==> src/rtl/mem_port_arbiter.sv <==
// Shares the central memory read/write data ports between the CPU (R0) and DMA (R1) requesters.
// Build option: define MEM_ARB_CPU_PRIORITY_EN for fixed R0 priority instead of round-robin.
module mem_port_arbiter #(
    parameter int unsigned WIDTH    = 32,
    parameter int unsigned READ_LAT = 2
) (
    input  logic             clock,
    input  logic             reset,
    input  logic             req0,
    input  logic             req1,
    input  logic             we0,
    input  logic             we1,
    input  logic [WIDTH-1:0] addr0,
    input  logic [WIDTH-1:0] addr1,
    input  logic [WIDTH-1:0] wdata0,
    input  logic [WIDTH-1:0] wdata1,
    output logic             gnt0,
    output logic             gnt1,
    output logic             rvalid0,
    output logic             rvalid1,
    output logic [WIDTH-1:0] rdata,
    output logic [WIDTH-1:0] mem_rdaddress,
    output logic             mem_r_ena,
    output logic [WIDTH-1:0] mem_wraddress,
    output logic             mem_wr_ena,
    output logic [WIDTH-1:0] mem_data_in,
    input  logic [WIDTH-1:0] mem_q
);

    localparam int unsigned LAST = READ_LAT - 1;

    logic             issue;
    logic             issue_id;
    logic             sel_we;
    logic [WIDTH-1:0] sel_addr;
    logic [WIDTH-1:0] sel_wdata;

    // Read tags: valid bit plus requester id, one stage per clock
    logic tag_vld [READ_LAT];
    logic tag_id  [READ_LAT];

`ifdef MEM_ARB_CPU_PRIORITY_EN
    // R0 wins every tie; R1 only gets the port when R0 is idle
    always_comb begin
        gnt0 = 1'b0;
        gnt1 = 1'b0;
        if (!reset) begin
            gnt0 = req0;
            gnt1 = req1 && !req0;
        end
    end
`else
    typedef enum logic {
        PTR_R0 = 1'b0,
        PTR_R1 = 1'b1
    } rr_ptr_t;

    rr_ptr_t rr_ptr;
    rr_ptr_t rr_ptr_next;

    always_ff @(posedge clock) begin
        if (reset) begin
            rr_ptr <= PTR_R0;
        end else begin
            rr_ptr <= rr_ptr_next;
        end
    end

    // Pointer only moves when a tie is resolved in its favour
    always_comb begin
        gnt0        = 1'b0;
        gnt1        = 1'b0;
        rr_ptr_next = rr_ptr;
        if (!reset) begin
            if (req0 && req1) begin
                if (rr_ptr == PTR_R0) begin
                    gnt0        = 1'b1;
                    rr_ptr_next = PTR_R1;
                end else begin
                    gnt1        = 1'b1;
                    rr_ptr_next = PTR_R0;
                end
            end else begin
                gnt0 = req0;
                gnt1 = req1;
            end
        end
    end
`endif

    always_comb begin
        issue     = gnt0 || gnt1;
        issue_id  = gnt1;
        sel_we    = gnt1 ? we1 : we0;
        sel_addr  = gnt1 ? addr1 : addr0;
        sel_wdata = gnt1 ? wdata1 : wdata0;
    end

    // Memory port issue, tag pipeline and read-return pulse
    always_ff @(posedge clock) begin
        if (reset) begin
            mem_rdaddress <= '0;
            mem_wraddress <= '0;
            mem_data_in   <= '0;
            mem_r_ena     <= 1'b0;
            mem_wr_ena    <= 1'b0;
            rvalid0       <= 1'b0;
            rvalid1       <= 1'b0;
            for (int unsigned k = 0; k < READ_LAT; k++) begin
                tag_vld[k] <= 1'b0;
                tag_id[k]  <= 1'b0;
            end
        end else begin
            mem_r_ena  <= 1'b0;
            mem_wr_ena <= 1'b0;
            if (issue) begin
                if (sel_we) begin
                    mem_wraddress <= sel_addr;
                    mem_data_in   <= sel_wdata;
                    mem_wr_ena    <= 1'b1;
                end else begin
                    mem_rdaddress <= sel_addr;
                    mem_r_ena     <= 1'b1;
                end
            end
            tag_vld[0] <= issue && !sel_we;
            tag_id[0]  <= issue_id;
            for (int unsigned k = 1; k < READ_LAT; k++) begin
                tag_vld[k] <= tag_vld[k-1];
                tag_id[k]  <= tag_id[k-1];
            end
            rvalid0 <= tag_vld[LAST] && !tag_id[LAST];
            rvalid1 <= tag_vld[LAST] && tag_id[LAST];
        end
    end

    // Memory output is forwarded only during the return pulse
    always_comb begin
        rdata = '0;
        if (rvalid0 || rvalid1) begin
            rdata = mem_q;
        end
    end

endmodule
==> config.mk <==
export PLATFORM = sky130hd
export DESIGN_NAME = mem_port_arbiter
export DESIGN_NICKNAME = d
export VERILOG_FILES = /design/src/rtl/mem_port_arbiter.sv
export SDC_FILE = /design/constraint.sdc
export NUM_CORES = 1
export LEC_CHECK = 0
export ABC_AREA = 1
export BUFFER_PORTS_ARGS = -buffer_cell sky130_fd_sc_hd__buf_2
export CAP_MARGIN = 10
export CORE_AREA = 2 2 116 118
export DETAILED_ROUTE_END_ITERATION = 8
export DIE_AREA = 0 0 118 120
export PLACE_DENSITY = 0.81
export REMOVE_ABC_BUFFERS = 1
export SKIP_LAST_GASP = 1
export SYNTH_ARGS = -nofsm -noshare
export SYNTH_HDL_FRONTEND = slang
export SYNTH_SLANG_ARGS = --single-unit
export TNS_END_PERCENT = 50
==> constraint.sdc <==
create_clock -name clock -period 4.2 [get_ports clock]
set_input_delay 0.84 -clock clock [delete_from_list [all_inputs] [get_ports clock]]
set_output_delay 0.84 -clock clock [all_outputs]
set_load 0.02 [all_outputs]
==> out/results.txt <==
The post-layout minimum cycle time is 2900 ps. The number of cells traversed by the worst hold path was 2. The cell count after synthesis came out at 1060.

The tools report the worst setup margin as 1300 ps. Worst supply voltage drop on vdd: 0.164 mV. The kind of critical path is primary input to output pin. The worst register-to-register path has a depth of 9. Overall power consumption after layout is estimated at 2660 uW. The number of input and output port buffers inserted came out at 299.

Between clock sinks in the finished design, the worst skew comes to 9.96 ps. The remaining number of nets flagged by the antenna check after routing is 0, and the maximum clock frequency is 345 MHz. Max-cap violations in this run came to 0. The synthesis-stage register bit count works out to 105.

In the routed design, unresolved DRC markers number 0. Power spread over the standard cell area amounts to 340 nW/um^2. CTS placed an instance of sky130_fd_sc_hd__clkbuf_16 at the clock tree root.

The cell internal power dissipation was 1830 uW. The number of sinks driven by the clock tree was 105; the proportion of synthesized flip-flops having asynchronous set or reset was 0%. The number of antenna violations at the first check in global routing is 2, and the count of vias placed by the detailed router is 6549. Buffers added to address setup during post-CTS repair amount to 0. Dividing the detail-routed wire length by the instance count gives 11.6 microns.

The synthesis-to-layout area growth is 31.9%. The run gives 0 as the residual overflow from global routing. Detailed placement ended at an HPWL of 13000 microns.

The count of hold buffers inserted by post-cts repair is 0, and the deepest level of the CTS H-tree is 3. The run finished with clean final reports. The tools report the startpoint of the most critical setup path as reset. The first TritonRoute pass finished after 5 iterations. The reg-to-reg critical path endpoint was mem_rdaddress[2]. Worst setup path endpoint: gnt1.

For this design the total switching power over the nets is 831 uW. The final net count is 1491. The worst hold path belongs to the class flop to flop.

The tools report the relative contribution of combinational cells to total power as 24.2%. The worst setup path is launched from a primary input. The launch point of the worst reg-to-reg path is rr_ptr. Data on the critical path arrives at its endpoint at 2060 ps. The core region is 13000 sq um.

The share of the yosys chip area belonging to registers was 35.5%; the clock edge transition at the registers on the reported setup and hold paths was 70 ps. The tools report the hold violation count in the final report as 0. The floorplan has 42 rows. The later pin in the worst-skew pair is clocked with a latency of 340 ps. The final critical-path share of the clock period came out at 69.1%. The average instance in the mapped netlist occupies 5.58 sq um. The floorplan step defined a die boundary enclosing 14200 sq um.

Once the floorplan was initialized, standard cells occupied 45.6% of the core. For this run, the share of the core covered by cells in the final layout is 60.1%. Setup repair after global routing left no endpoint under its margin. The final max-slew violation count is 0, and the top-level port count is 300.

The final count of negative-setup-slack endpoints was 0. Along the worst path, the maximum fanout reaches 35. The analysis attributes to cell leakage a power of 0.00521 uW. The proportion of layout cells with a drive suffix above 1 works out to 25.3%. The share of total power dissipated in the clock network is 34.1%. For this block, the initial DRC count from the detailed router was 506.

The worst register-to-register path has a setup slack of 2010 ps. The run gives 1270 ps as the worst slack at placement. Global routing used 24.4% of the available tracks. For the area of the mapped netlist, the log shows 5920 sq um. The congestion estimate from routability-driven global placement came to 0.834. In this run, flip-flops and latches consume 41.7% of the power. Once the clock tree was built, the resizer swapped 0 gates to a different size. The number of buffers added by the clock tree synthesis step was 9; the via-per-instance ratio was 4.34. In this run switching power makes up 31.3% of total power. Data on the critical path is required at its endpoint by 3360 ps.

For the maximum number of pins on one net before global-route repair, the log shows 78. The type of element capturing the critical path is an output pin. Counting distinct cell types in the post-synthesis netlist gives 18.

The first global-routing pass estimated 28000 microns of wire. The worst pin sits at a relative slew slack of 52.4%. For the maximum clock path buffer count, the log shows 2. TritonCTS built the clock tree. For this run, the number of Yosys warnings is 0. The number of global-route vias before repair is 5758, and the count of flip-flops with a built-in enable after synthesis is 0. Measured along the x axis, the die boundary spans 118 microns. For this run, the leading register cell type out of synthesis is sky130_fd_sc_hd__dfxtp_1.

The height of the chip was 120 microns. The slew at the pin closest to its max-slew limit was 712 ps; the sum of routed wire length over all layers was 17500 microns.
[power by group through the flow]
stage               clock, uW  sequential, uW  combinational [uW]
global route              973            1120                 725
finish                    906            1110                 643
floorplan                   0            1220                 308
global placement            0            1130                 638
detailed placement          0            1130                 645
CTS                       930            1110                 648
[layout by cell type (no fill, tap or decap)]
cell type                    count
sky130_fd_sc_hd__buf_2         299
sky130_fd_sc_hd__nor2_2          1
sky130_fd_sc_hd__clkinvlp_4      3
sky130_fd_sc_hd__nor2_8          1
sky130_fd_sc_hd__inv_1         266
sky130_fd_sc_hd__nand3_4         1
sky130_fd_sc_hd__clkbuf_1        1
sky130_fd_sc_hd__inv_6           1
sky130_fd_sc_hd__a21oi_4         1
sky130_fd_sc_hd__buf_4           9
sky130_fd_sc_hd__nand3_1        98
sky130_fd_sc_hd__nand2_1       357
sky130_fd_sc_hd__nand2_2         3
sky130_fd_sc_hd__nand3_2         1
sky130_fd_sc_hd__buf_6           1
sky130_fd_sc_hd__inv_2           2
sky130_fd_sc_hd__bufinv_16       2
sky130_fd_sc_hd__nor2_1        164
sky130_fd_sc_hd__clkbuf_16       9
sky130_fd_sc_hd__o21ai_0         1
sky130_fd_sc_hd__diode_2         2
sky130_fd_sc_hd__buf_12          1
sky130_fd_sc_hd__dfxtp_1       105
sky130_fd_sc_hd__a21oi_1         1
sky130_fd_sc_hd__clkinv_2        1
sky130_fd_sc_hd__a211oi_1        1
[worst min path at each step]
stage,to,slack (ps),startpoint
after floorplan,tag_id[0][1],390,tag_id[0][0]
after global placement,rvalid0,400,tag_id[0][1]
final,tag_vld[0][1],410,tag_vld[0][0]
after global routing,rvalid0,440,tag_id[0][1]
after CTS,tag_vld[0][1],410,tag_vld[0][0]
after detailed placement,tag_vld[0][1],400,tag_vld[0][0]
[layer usage]
metal | vias to the layer above | part of all wire [%] | wire length (microns) | GRT usage, %
li1 | 3509 | - | - | -
met3 | 15 | 7.2 | 1250 | 5.56
met2 | 231 | 47 | 8260 | 41.8
met4 | 0 | 1.2 | 208 | 5.50
met1 | 2794 | 44 | 7780 | 31.5
met5 | - | 0 | 0 | 0
[registers in the layout, summed over array words and instances (netlist names)]
name,cells
mem_data_in,32
mem_rdaddress,32
mem_wraddress,32
tag_id,2
tag_vld,2
mem_r_ena,1
mem_wr_ena,1
rr_ptr,1
rvalid0,1
rvalid1,1
[stage by stage]
| step | instances | hold WS [ps] | area, sq um | setup TNS (ps) |
|---|---|---|---|---|
| finish | 1508 | 406 | 7810 | 0 |
| global route | 1507 | 443 | 7800 | 0 |
| CTS | 1505 | 409 | 7790 | 0 |
| detailed placement | 1489 | 399 | 7470 | 0 |
| global placement | 1489 | 397 | 7470 | 0 |
| floorplan | 1004 | 388 | 5650 | -8460 |
[cells by family (layout without fill, tap and decap cells)]
family	Yosys count	after routing	synth area share, %
AND/OR/NAND/NOR	626	626	42.4
flip-flops	105	105	35.5
AO/OA/AOI/OAI	4	4	0.444
other	0	2	0
buffers and inverters	325	595	21.6
[critical path, stage by stage]
cell and delay, ps:
sky130_fd_sc_hd__buf_2 240, sky130_fd_sc_hd__nor2_8 60, sky130_fd_sc_hd__nand2_2 230, sky130_fd_sc_hd__buf_4 400
sky130_fd_sc_hd__inv_1 100, sky130_fd_sc_hd__buf_2 170
[area by class of cell]
class	instances	area (sq um)
flip-flops and latches	105	2100
clock buffers	10	229
fillers	1332	5170
clock inverters	6	91.3
diodes	2	5.00
repair buffers	310	1600
multi-input cells	630	2550
inverters	269	1010
well taps	176	220
[cell usage after synthesis (2+ instances only)]
master / count / area [sq um]
sky130_fd_sc_hd__inv_1: 266 / 998
sky130_fd_sc_hd__buf_2: 28 / 140
sky130_fd_sc_hd__inv_2: 3 / 11.3
sky130_fd_sc_hd__nand3_2: 2 / 20.0
sky130_fd_sc_hd__nor2_1: 165 / 619
sky130_fd_sc_hd__nand2_1: 357 / 1340
sky130_fd_sc_hd__buf_6: 3 / 33.8
sky130_fd_sc_hd__buf_1: 8 / 30.0
sky130_fd_sc_hd__nand2_2: 3 / 18.8
sky130_fd_sc_hd__nand3_1: 98 / 490
sky130_fd_sc_hd__clkbuf_1: 16 / 60.1
sky130_fd_sc_hd__dfxtp_1: 105 / 2100
No activity file was read; power rests on OpenSTA's default activity.
